**src/rtl/pdp1_operand_unit_pkg.sv**
```systemverilog
// pdp1_operand_unit_pkg: opcodes, FSM state codes and opcode classes used by the operand stage.
package pdp1_operand_unit_pkg;

    localparam logic [0:4] OP_AND = 5'o01;
    localparam logic [0:4] OP_IOR = 5'o02;
    localparam logic [0:4] OP_XOR = 5'o03;
    localparam logic [0:4] OP_ADD = 5'o20;
    localparam logic [0:4] OP_SUB = 5'o21;
    localparam logic [0:4] OP_IDX = 5'o22;
    localparam logic [0:4] OP_ISP = 5'o23;

    typedef enum logic [2:0] {
        S_IDLE,
        S_DEFER,
        S_FETCH,
        S_EXEC,
        S_STORE,
        S_DONE
    } of_state_t;

    function automatic logic op_legal(input logic [0:4] op);
        return op inside {OP_AND, OP_IOR, OP_XOR, OP_ADD, OP_SUB, OP_IDX, OP_ISP};
    endfunction

    function automatic logic op_stores(input logic [0:4] op);
        return op == OP_ISP || op == OP_IDX;
    endfunction

    function automatic logic op_arith(input logic [0:4] op);
        return op == OP_ADD || op == OP_SUB;
    endfunction

endpackage

```
**src/rtl/pdp1_operand_unit.sv**
```systemverilog
// pdp1_operand_unit: resolves the defer chain, fetches the operand, drives the ALU and
// retires the result to AC and, for ISP/IDX, back to memory.
module pdp1_operand_unit
    import pdp1_operand_unit_pkg::*;
#(
    parameter string pdp_model = "PDP-1D",
    parameter int    MAX_DEFER = 8
) (
    input  logic        clk,
    input  logic        rst_n,
    input  logic        of_start,
    input  logic [0:4]  of_op,
    input  logic        of_ind,
    input  logic [0:11] of_y,
    input  logic [0:17] of_ac,
    output logic        of_busy,
    output logic        of_done,
    output logic        of_err,
    output logic        of_ac_we,
    output logic [0:17] of_ac_wd,
    output logic        of_ovfl_set,
    output logic        of_skip,
    output logic [0:11] mm_addr,
    output logic        mm_rd,
    output logic        mm_wr,
    output logic [0:17] mm_wdata,
    input  logic [0:17] mm_rdata,
    input  logic        mm_ack,
    output logic [0:4]  al_op,
    output logic [0:17] al_a,
    output logic [0:17] al_b,
    input  logic [0:17] al_r,
    input  logic        al_ovfl,
    input  logic        al_w
);

    localparam bit multi = (pdp_model == "PDP-1D");

    of_state_t   state;
    logic [0:4]  op;
    logic [0:17] ac;
    logic [3:0]  cnt;
    logic        defer_more, defer_err, go_done, done_err, ok;
    logic [0:17] fin_r;

    // Every path into DONE funnels through go_done so the strobes are computed in one place;
    // a stored result is still held in mm_wdata when STORE completes.
    always_comb begin
        defer_more = multi && mm_rdata[5];
        defer_err  = defer_more && cnt == 4'(MAX_DEFER - 1);
        go_done    = (state == S_IDLE && of_start && !op_legal(of_op)) ||
                     (state == S_DEFER && mm_ack && defer_err) ||
                     (state == S_EXEC && (!al_w || !op_stores(op))) ||
                     (state == S_STORE && mm_ack);
        done_err   = state != S_STORE && !(state == S_EXEC && al_w);
        ok         = go_done && !done_err;
        fin_r      = (state == S_EXEC) ? al_r : mm_wdata;
    end

    always_ff @(posedge clk or negedge rst_n) begin
        if (!rst_n) begin
            state       <= S_IDLE;
            op          <= '0;
            ac          <= '0;
            cnt         <= '0;
            of_busy     <= 1'b0;
            of_done     <= 1'b0;
            of_err      <= 1'b0;
            of_ac_we    <= 1'b0;
            of_ac_wd    <= '0;
            of_ovfl_set <= 1'b0;
            of_skip     <= 1'b0;
            mm_addr     <= '0;
            mm_rd       <= 1'b0;
            mm_wr       <= 1'b0;
            mm_wdata    <= '0;
            al_op       <= '0;
            al_a        <= '0;
            al_b        <= '0;
        end else begin
            of_done     <= go_done;
            of_err      <= go_done && done_err;
            of_ac_we    <= ok;
            of_ac_wd    <= ok ? fin_r : '0;
            of_ovfl_set <= ok && op_arith(op) && al_ovfl;
            of_skip     <= ok && op == OP_ISP && !fin_r[0];
            al_op       <= '0;
            al_a        <= '0;
            al_b        <= '0;
            if (go_done) begin
                state   <= S_DONE;
                of_busy <= 1'b1;
                mm_rd   <= 1'b0;
                mm_wr   <= 1'b0;
            end else begin
                case (state)
                    S_IDLE: if (of_start) begin
                        op      <= of_op;
                        ac      <= of_ac;
                        mm_addr <= of_y;
                        cnt     <= '0;
                        of_busy <= 1'b1;
                        mm_rd   <= 1'b1;
                        state   <= of_ind ? S_DEFER : S_FETCH;
                    end
                    S_DEFER: if (mm_ack) begin
                        mm_addr <= mm_rdata[6:17];
                        cnt     <= cnt + 4'd1;
                        state   <= defer_more ? S_DEFER : S_FETCH;
                    end
                    S_FETCH: if (mm_ack) begin
                        mm_rd <= 1'b0;
                        al_op <= op;
                        al_a  <= ac;
                        al_b  <= mm_rdata;
                        state <= S_EXEC;
                    end
                    S_EXEC: begin
                        mm_wr    <= 1'b1;
                        mm_wdata <= al_r;
                        state    <= S_STORE;
                    end
                    S_STORE: ;
                    S_DONE: begin
                        of_busy <= 1'b0;
                        state   <= S_IDLE;
                    end
                    default: state <= S_IDLE;
                endcase
            end
        end
    end

endmodule

```
**config.mk**
```make
export PLATFORM = sky130hd
export DESIGN_NAME = pdp1_operand_unit
export DESIGN_NICKNAME = d
export VERILOG_FILES = /design/src/rtl/pdp1_operand_unit_pkg.sv /design/src/rtl/pdp1_operand_unit.sv
export SDC_FILE = /design/constraint.sdc
export NUM_CORES = 1
export LEC_CHECK = 0
export CAP_MARGIN = 20
export CELL_PAD_IN_SITES_DETAIL_PLACEMENT = 0
export CELL_PAD_IN_SITES_GLOBAL_PLACEMENT = 1
export CORE_UTILIZATION = 53
export CTS_CLUSTER_DIAMETER = 200
export DETAILED_ROUTE_END_ITERATION = 7
export DONT_BUFFER_PORTS = 1
export GPL_ROUTABILITY_DRIVEN = 0
export GPL_TIMING_DRIVEN = 0
export PLACE_DENSITY = 0.87
export SYNTH_ARGS = -nofsm -noshare
export SYNTH_HDL_FRONTEND = slang
export SYNTH_SLANG_ARGS = --single-unit
```
**constraint.sdc**
```tcl
create_clock -name clk -period 5.9 [get_ports clk]
set_input_delay 1.18 -clock clk [delete_from_list [all_inputs] [get_ports clk]]
set_output_delay 1.18 -clock clk [all_outputs]
set_load 0.02 [all_outputs]
```
# After elaboration in Yosys (flattened, before gate mapping)
# Index checks and enable logic that the tools add are counted.
# Widths: inputs -> output; s select.
[word_totals] reg_bits=127 input_bits=78 out_inout_bits=97 elab_cells=114
[op_classes] n_addsub=1 eq_ne=24 mux=32 n_bitwise=1 reduce_logical=38
[ops] op="$mux 18" count=8
[ops] op="$eq 5x5->1 const B" count=8
[ops] op="$mux 12" count=2
[ops] op="$pmux 12 s2" count=1
[ops] op="$logic_and 1x1->1" count=15
[ops] op="$mux 5" count=3
[ops] op="$pmux 3 s5" count=1
[ops] op="$mux 3" count=4
[ops] op="$ne 3x3->1 const B" count=4
[ops] op="$eq 5x2->1 const B" count=2
[ops] op="$mux 4" count=2
[ops] op="$pmux 4 s2" count=1
[ops] op="$reduce_and 4->1" count=2
[ops] op="$reduce_bool 7->1" count=1
[ops] op="$eq 3x2->1 const B" count=2
[ops] op="$eq 3x3->1 const B" count=2
[ops] op="$logic_not 1->1" count=6
[ops] op="$logic_or 1x1->1" count=6
[ops] op="$mux 1" count=6
[ops] op="$ne 2x2->1 const B" count=3
[ops] op="$reduce_and 3->1" count=2
[ops] op="$reduce_bool 3->1" count=2
[ops] op="$eq 5x1->1 const B" count=1
[ops] op="$add 4x1->4 const B" count=1
[ops] op="8 further kinds" count=11

# Logic depth before layout (Yosys ltp)
# Gate-level depths: netlist of the first run.
[logic_depth] depth_word=10 mapped_depth=7 ltp_nobuf=5

# Worst setup path before layout of the first run
# OpenSTA, ideal clock, no wires.
[synth_path] path_type="input port to flip-flop" startpoint="input of_op[1] in the netlist's numbering" endpoint="register cnt[0]" setup_ns=0.125 arrival_time_ns=2.520 t_required_ns=5.775 path_slack_ns=3.255 path_stages=5 n_path_buf=2 cell_sequence="o31a_1 > buf_4 > nor4_4 > buf_6 > mux2_4"
[synth_between] elab_chain_cells=9 elab_cells_between_ends=15 cone_classes="eq/ne: 7; bitwise: 1; reduce/logical: 7"
[synth_rtl] element="start: declaration" line="pdp1_operand_unit.sv:12" source="input logic [0:4] of_op,"
[synth_rtl] element="$eq 5x1->1, or another cell as far along" line="pdp1_operand_unit_pkg.sv:22" source="return op inside {OP_AND, OP_IOR, OP_XOR, OP_ADD, OP_SUB, OP_IDX, OP_ISP};"
[synth_rtl] element="$reduce_bool 7->1 (*)" line="pdp1_operand_unit_pkg.sv:22"
[synth_rtl] element="$logic_not 1->1 (*)" line="pdp1_operand_unit.sv:51" source="go_done = (state == S_IDLE && of_start && !op_legal(of_op)) ||"
[synth_rtl] element="$logic_and 1x1->1 (*)" line="pdp1_operand_unit.sv:51"
[synth_rtl] element="$logic_or 1x1->1 (*)" line="pdp1_operand_unit.sv:51"
[synth_rtl] element="$logic_or 1x1->1 (*)" line="pdp1_operand_unit.sv:52" source="(state == S_DEFER && mm_ack && defer_err) ||"
[synth_rtl] element="$logic_or 1x1->1 (*)" line="pdp1_operand_unit.sv:53" source="(state == S_EXEC && (!al_w || !op_stores(op))) ||"
[synth_rtl] element="$not 1->1 (no source line) (*)"
[synth_rtl] element="$reduce_and 4->1 (no source line) (*)"
[synth_rtl] element="end signal: assignment" line="pdp1_operand_unit.sv:108" source="cnt <= cnt + 4'd1;"
[synth_rtl] element="end: declaration" line="pdp1_operand_unit.sv:42" source="logic [3:0] cnt;"
# Every way passes the cells marked *; elsewhere a longest branch is shown, timed or not.
# A chain may end at the register's enable or synchronous reset.

# Worst setup path after layout of the first run
[layout_path] startpoint="input mm_ack" endpoint="register cnt[1]"
[layout_between] elab_chain_cells=7 elab_cells_between_ends=9 cone_classes="eq/ne: 1; bitwise: 1; reduce/logical: 7"
[layout_rtl] element="start: declaration" line="pdp1_operand_unit.sv:28" source="input logic mm_ack,"
[layout_rtl] element="$logic_and 1x1->1 (2 in a row)" line="pdp1_operand_unit.sv:52"
[layout_rtl] element="$logic_or 1x1->1" line="pdp1_operand_unit.sv:51"
[layout_rtl] element="$logic_or 1x1->1" line="pdp1_operand_unit.sv:52"
[layout_rtl] element="$logic_or 1x1->1" line="pdp1_operand_unit.sv:53"
[layout_rtl] element="$not 1->1 (no source line)"
[layout_rtl] element="$reduce_and 4->1 (no source line) (*)"
# Marks and branches as above.

==> out/results.md, run 1 <==
### Status
- status: completed

### STA
- clock period minus worst slack: 2.45 ns
- Period Utilization, post-route: 41.6%
- final count of negative-setup-slack endpoints: 0
- final count of pins violating max slew: 0
- Highest Clock Rate: 408 MHz
- Final Hold Fails: 0
- clock tree skew after final layout: 0.00977 ns
- RSZ-0062 raised after global routing: no
- Tightest Pin Transition: 0.874 ns
- max_slew headroom: 41.6%
- TNS Setup: 0 ns

### Final layout
- area grow syn2layout: 15.4%
- number of nets in the final layout: 443
- fill count: 692
- Antenna diodes: 0
- final core utilization: 62.7%
- fraction of final layout cells with drive strength greater than 1: 30.1%

### Synthesis
- net count of the mapped netlist: 424
- library cells used by synthesis: 49
- list of most frequent post-synthesis cells: sky130_fd_sc_hd__dfrtp_1 (127), sky130_fd_sc_hd__mux2_2 (56), sky130_fd_sc_hd__and2_1 (43)
- Synth area leader: sky130_fd_sc_hd__dfrtp_1
- share of the synthesized area in the top cell type: 63.5%
- Post-synth EDFFs: 0
- number of instances in the synthesized netlist: 345
- asr flop ratio synth: 100%
- most instantiated library cell after synthesis: sky130_fd_sc_hd__dfrtp_1
- average footprint of a synthesized cell: 14.5 um^2
- Seq/Total Area, Yosys: 63.5%
- top cells by area, synth: sky130_fd_sc_hd__dfrtp_1 (64%), sky130_fd_sc_hd__mux2_2 (13%), sky130_fd_sc_hd__and2_1 (5.4%)
- YS warnings: 0
- post-synthesis cell area: 0.00500 mm^2
- post-synthesis sequential element count: 127
- Main synth FF type: sky130_fd_sc_hd__dfrtp_1

### Run
- number of max-cap violations: 0

### Route
- detailed-router iteration count before antenna repair: 4
- # DRC: 0
- Routed wire per std cell: 19.3 um
- via total after detailed routing: 2,803
- ratio of routed vias to standard cells: 5.76
- Total Wirelength: 9390 um
- antenna violation net count after detailed routing: 0
- drt initial violations: 123

### Clock tree
- Clock Latency Late Sink: 0.49 ns
- number of clock sinks seen by CTS: 127
- number of buffers inserted during clock tree synthesis: 17
- CTS tree: done
- root buffer cell: sky130_fd_sc_hd__clkbuf_8
- post-CTS setup buffer count: 0
- H-tree depth: 4
- number of gates resized after CTS: 0
- Clk pin slew, worst setup/hold paths: 0.06 ns
- number of buffers on the longest clock path: 2
- Post-CTS Hold Fix Bufs: 0

### Setup path
- worst-path cell with the longest stage delay: sky130_fd_sc_hd__nor4_4
- arrival time at the worst endpoint: 2.82 ns
- endpoint class of the critical path: flip-flop
- critical path fanouts, max: 10
- Crit path largest cell delay: 0.38 ns
- startpoint type of the worst setup path: primary input
- cell chain of the critical path: clkbuf_1 -> mux2_2 -> nand2_1 -> nor4_4 -> buf_6 -> mux2_4
- critical path start-end classification: primary input to flip-flop
- Required @ worst endpoint: 6.27 ns

### Floorplan
- area of the die: 0.00983 mm^2
- initial standard-cell utilization of the core: 54.4%
- number of standard-cell rows in the floorplan: 35
- Die Span X: 99.1 um
- chip height: 99.1 um
- number of top-level pins: 175
- CORE AREA: 0.00920 mm^2

### Placed design
- estimated wirelength of the detail-placed design: 6530 um
- buffers added on ports: 0

### Power and ir drop
- reported net switching power: 0.000949 W
- leakage power total: 2.76 nW
- fraction of power spent switching nets: 30.7%
- peak ir drop on the vdd network: 0.000230 V
- proportion of power drawn by flip-flops and latches: 46.4%
- internal power component: 0.00215 W
- Pwr Density: 536 mW/mm^2
- relative contribution of combinational cells to total power: 18.3%
- fraction of power consumed by the clock network: 35.3%

### GRT
- number of global-route vias before repair: 2,910
- first-pass GRT wire length: 14,800 um
- largest net degree at the start of global routing: 128
- total congestion overflow after global routing: 0
- number of antenna violations at the first check in global routing: 0
- all-layer global routing usage: 20.0%

### Min path
- kind of path behind the tightest hold check: primary input to asynchronous set/reset pin

[critical path, delay by kind of cell]
family	cells	cell delay (ns)
multiplexers	2	0.59
buffers and inverters	2	0.57
AND/OR/NAND/NOR	2	0.48
[metrics by stage]
step           cell area [um^2]  std cells  hold WS (ns)  setup slack [ns]  total power (W)
2_1_floorplan              5000        345         0.447              3.26          0.00188
3_3_place_gp               5140        456         0.455              2.97          0.00198
3_5_place_dp               5140        456         0.461              2.93          0.00202
4_1_cts                    5770        487         0.357              3.46          0.00312
5_1_grt                    5770        487         0.343              3.35          0.00325
6_report                   5770        487         0.378              3.45          0.00310
[power by group through the flow]
stage | registers (W) | clock network, W | logic (W)
floorplan | 0.00140 | 0 | 0.000483
global placement | 0.00144 | 0 | 0.000547
detailed placement | 0.00145 | 0 | 0.000575
CTS | 0.00144 | 0.00111 | 0.000575
global route | 0.00146 | 0.00116 | 0.000625
finish | 0.00144 | 0.00109 | 0.000568
[cell families (layout without fill, tap and decap cells)]
family          Yosys count  after routing  synth area share [%]
flops                   127            127                  63.5
simple gates             90             90                  12.0
mux                      66             66                  15.6
compound gates           39             39                  6.48
buf+inv                  22             53                  2.13
fa+ha+maj                 1              1                 0.250
[flip-flops by register name, indices dropped and copies added (netlist names), 3 cells and up]
register  cells
op            5
al_a         18
mm_addr      12
of_ac_wd     18
al_b         18
cnt           4
state         3
ac           18
al_op         5
mm_wdata     18
[final cells by class]
class                   count  area (um^2)  area share (%)
clock inverters            13          213            3.69
well taps                 111          139            2.41
plain buffers              18         91.3            1.58
inverters                   4         15.0           0.260
flip-flops and latches    127         3180            55.1
clock buffers              18          418            7.24
multi-input cells         196         1720            29.7
[layer usage]
metal  global-route usage, %  part of all wire (%)  wire (um)
met1                    24.1                    41       3810
met2                    32.2                    50       4680
met3                    7.38                   8.0        755
met4                    9.28                   1.6        146
met5                       0                     0          0
[final timing paths]
check,from,to,slack (ns),cells after the start
min in group clk,ac[8],al_a[8],0.47,1
hold reg to reg,ac[8],al_a[8],0.47,1
setup / recovery,mm_ack,cnt[1],3.45,6
setup reg to reg,op[2],mm_wdata[5],3.65,5
hold / removal,rst_n,mm_wdata[11],0.38,0
max in group asynchronous,rst_n,mm_addr[8],5.38,0
[cells in the final DEF, fill, tap and decap left out, types with 3 or more instances in the layout]
cell	netlist	routed
sky130_fd_sc_hd__mux2_2	56	56
sky130_fd_sc_hd__mux2_4	10	10
sky130_fd_sc_hd__nor3_1	5	5
sky130_fd_sc_hd__clkbuf_16	0	16
sky130_fd_sc_hd__and2_1	43	43
sky130_fd_sc_hd__a22o_1	19	19
sky130_fd_sc_hd__nand3b_1	4	4
sky130_fd_sc_hd__nand4_1	3	3
sky130_fd_sc_hd__bufinv_16	0	5
sky130_fd_sc_hd__buf_2	4	4
sky130_fd_sc_hd__clkinv_4	0	5
sky130_fd_sc_hd__clkbuf_1	10	11
sky130_fd_sc_hd__buf_4	3	3
sky130_fd_sc_hd__nand2_1	8	8
sky130_fd_sc_hd__dfrtp_1	127	127
sky130_fd_sc_hd__o21ai_0	4	4
sky130_fd_sc_hd__nor2_1	4	4
sky130_fd_sc_hd__inv_1	4	4
sky130_fd_sc_hd__nand3_1	3	3
(Power assumes the default switching activity.)
==> run 2, diff against run 1 <==
Settings changed: CORE_UTILIZATION 53 to 45, PLACE_DENSITY 0.87 to 0.79.
Clock period 5.9 ns to 2.22 ns, I/O delays scaled along.
==> out/results.md, run 2 (synthesized netlist as in run 1, its figures left out) <==
### Route
- met3 wirelength from detailed routing: 1100 um, +45%
- via total after detailed routing: 2,845, +1.5%
- antenna violation net count after detailed routing: 0, unchanged
- drt initial violations: 155, +26%
- Total Wirelength: 9990 um, +6.4%
- top routing layer used: met4
- ratio of routed vias to standard cells: 5.51, -4.2%
- Routed wire per std cell: 19.4 um, +0.39%
- WL met1: 3960 um, +3.8%
- detailed-router iteration count before antenna repair: 4, unchanged
- # DRC: 0, unchanged
- Routed met2 length: 4770 um, +2.0%

### Status
- violations in the final reports: negative hold slack
- status: finished, violations left

### STA
- Final Hold Fails: 127, +127
- Highest Clock Rate: 492 MHz
- TNS Setup: 0 ns, unchanged
- max_slew headroom: 59.8%, +18 points
- clock tree skew after final layout: 0.00550 ns, -0.00427 ns
- final count of pins violating max slew: 0, unchanged
- Period Utilization, post-route: 91.6%
- Tightest Pin Transition: 0.600 ns, -0.274 ns
- RSZ-0062 raised after global routing: no
- clock period minus worst slack: 2.03 ns
- worst hold slack: -0.375 ns, -0.753 ns
- final count of negative-setup-slack endpoints: 0, unchanged

### Final layout
- top library cells by usage in the layout, fill and taps aside: sky130_fd_sc_hd__dfrtp_1 (127), sky130_fd_sc_hd__mux2_2 (56), sky130_fd_sc_hd__and2_1 (43)
- fraction of final layout cells with drive strength greater than 1: 29.5%, -0.53 points
- area grow syn2layout: 15.3%
- number of nets in the final layout: 445, +0.45%
- commonest non-fill, non-tap cell in the layout: sky130_fd_sc_hd__dfrtp_1
- Finished Layout Cells: 516, +6.0%
- fill count: 905, +31%
- Antenna diodes: 0, unchanged

### Placed design
- placed cells: 485, +6.4%
- estimated wirelength of the detail-placed design: 6890 um, +5.6%
- buffers added on ports: 0, unchanged

### Clock tree
- root buffer cell: sky130_fd_sc_hd__clkbuf_8
- number of clock sinks seen by CTS: 127, unchanged
- Clk pin slew, worst setup/hold paths: 0.06 ns, about the same
- Clock Latency Late Sink: 0.52 ns, +0.03 ns
- number of buffers inserted during clock tree synthesis: 17, unchanged
- CTS tree: done
- number of buffers on the longest clock path: 2, unchanged
- H-tree depth: 4, unchanged

### Floorplan
- area of the die: 0.0115 mm^2, +17%
- CORE AREA: 0.0108 mm^2, +18%
- initial standard-cell utilization of the core: 46.1%, -8.2 points
- number of standard-cell rows in the floorplan: 38, +8.6%
- Die Span X: 107 um, +8.4%
- chip height: 107 um, +8.4%
- number of top-level pins: 175, unchanged

### Power and ir drop
- relative contribution of combinational cells to total power: 19.7%, +1.4 points
- reported net switching power: 0.00250 W, +160%
- fraction of power spent switching nets: 31.5%, +0.82 points
- internal power component: 0.00545 W, +150%
- peak ir drop on the vdd network: 0.000671 V, +190%
- proportion of power drawn by flip-flops and latches: 48.0%, +1.6 points
- Pwr Density: 1380 mW/mm^2, +160%
- fraction of power consumed by the clock network: 32.2%, -3.1 points
- leakage power total: 2.73 nW, -0.85%
- Tot Pwr: 0.00795 W, +160%

### Setup path
- endpoint class of the critical path: flip-flop
- length in cells of the worst reg-to-reg path: 5, unchanged
- arrival time at the worst endpoint: 2.43 ns, -0.39 ns
- cell chain of the critical path: nor3b_4 -> nand3_1 -> nor2_4 -> buf_2 -> mux2_2
- worst-path cell with the longest stage delay: sky130_fd_sc_hd__dfrtp_1
- startpoint type of the worst setup path: flip-flop
- Crit path largest cell delay: 0.41 ns, +0.03 ns
- critical path fanouts, max: 10, unchanged
- critical path start-end classification: flip-flop to flip-flop
- Required @ worst endpoint: 2.62 ns, -3.65 ns

### Run
- number of max-cap violations: 0, unchanged

### GRT
- first-pass GRT wire length: 15,600 um, +5.4%
- number of antenna violations at the first check in global routing: 0, unchanged
- total congestion overflow after global routing: 0, unchanged
- number of global-route vias before repair: 3,006, +3.3%
- all-layer global routing usage: 18.5%, -1.5 points
- largest net degree at the start of global routing: 128, unchanged

### Min path
- kind of path behind the tightest hold check: primary input to asynchronous set/reset pin

[run 2: cell count changes in the layout (fill, tap and decap cells not counted), sizes merged]
cell and change:
bufinv -3, clkinvlp +1, inv -1, clkinv -4
buf +2, clkbuf +5
[run 2: worst max-delay path: cells and delay by family (launching register included)]
kind / cells / cell delay (ns)
and+or+nand+nor: 3 / 0.83
buffers and inverters: 1 / 0.30
muxes: 1 / 0.37
DFF: 1 / 0.41
[run 2: final timing paths]
check	start	end	slack, ns
min	rst_n	al_b[4]	-0.38
max in group asynchronous	rst_n	mm_addr[3]	2.45
min reg2reg	ac[16]	al_a[16]	0.47
min in group clk	mm_rdata[16]	al_b[16]	0.05
max	op[2]	mm_wdata[2]	0.19
max reg2reg	op[2]	mm_wdata[2]	0.19
[run 2: metal layers]
layer  track usage [%]  vias up
met3              8.60       12
met4              8.51        0
met5                 0        -
met1              21.3     1428
li1                  -     1269
met2              29.2      136
[run 2: final cells by class]
| type | instances | area (um^2) | area share (%) |
|---|---|---|---|
| tap | 140 | 175 | 3.04 |
| timing repair buffer | 2 | 15.0 | 0.260 |
| clock inverter | 6 | 86.3 | 1.50 |
| buffer | 18 | 92.6 | 1.61 |
| inverter | 4 | 15.0 | 0.260 |
| multi-input combinational | 196 | 1750 | 30.3 |
| sequential | 127 | 3180 | 55.1 |
| clock buffer | 23 | 457 | 7.92 |
[run 2: stage by stage]
step / worst slack, ns / util, % / cell area, um^2
detailed placement: -0.0538 / 47.7 / 5180
global route: 0.0391 / 53.2 / 5760
finish: 0.186 / 53.2 / 5760
floorplan: 0.311 / - / 5000
global placement: -0.0399 / 47.7 / 5180
CTS: 0.0354 / 52.8 / 5720
[run 2: what timing repair did]
| action | 4_1_cts | 5_1_grt |
|---|---|---|
| gates resized for setup | 1 | 5 |
| hold endpoints to repair | 127 | 127 |
| endpoints found under the setup margin | 20 | 40 |
| pin swaps | 1 | 1 |
| buffers inserted | 0 | 2 |
[run 2: power groups by stage]
stage	registers (W)	logic, W	clock network (W)
5_1_grt	0.00391	0.00173	0.00273
4_1_cts	0.00382	0.00154	0.00261
3_5_place_dp	0.00385	0.00153	0
2_1_floorplan	0.00371	0.00128	0
6_report	0.00382	0.00157	0.00256
3_3_place_gp	0.00383	0.00147	0
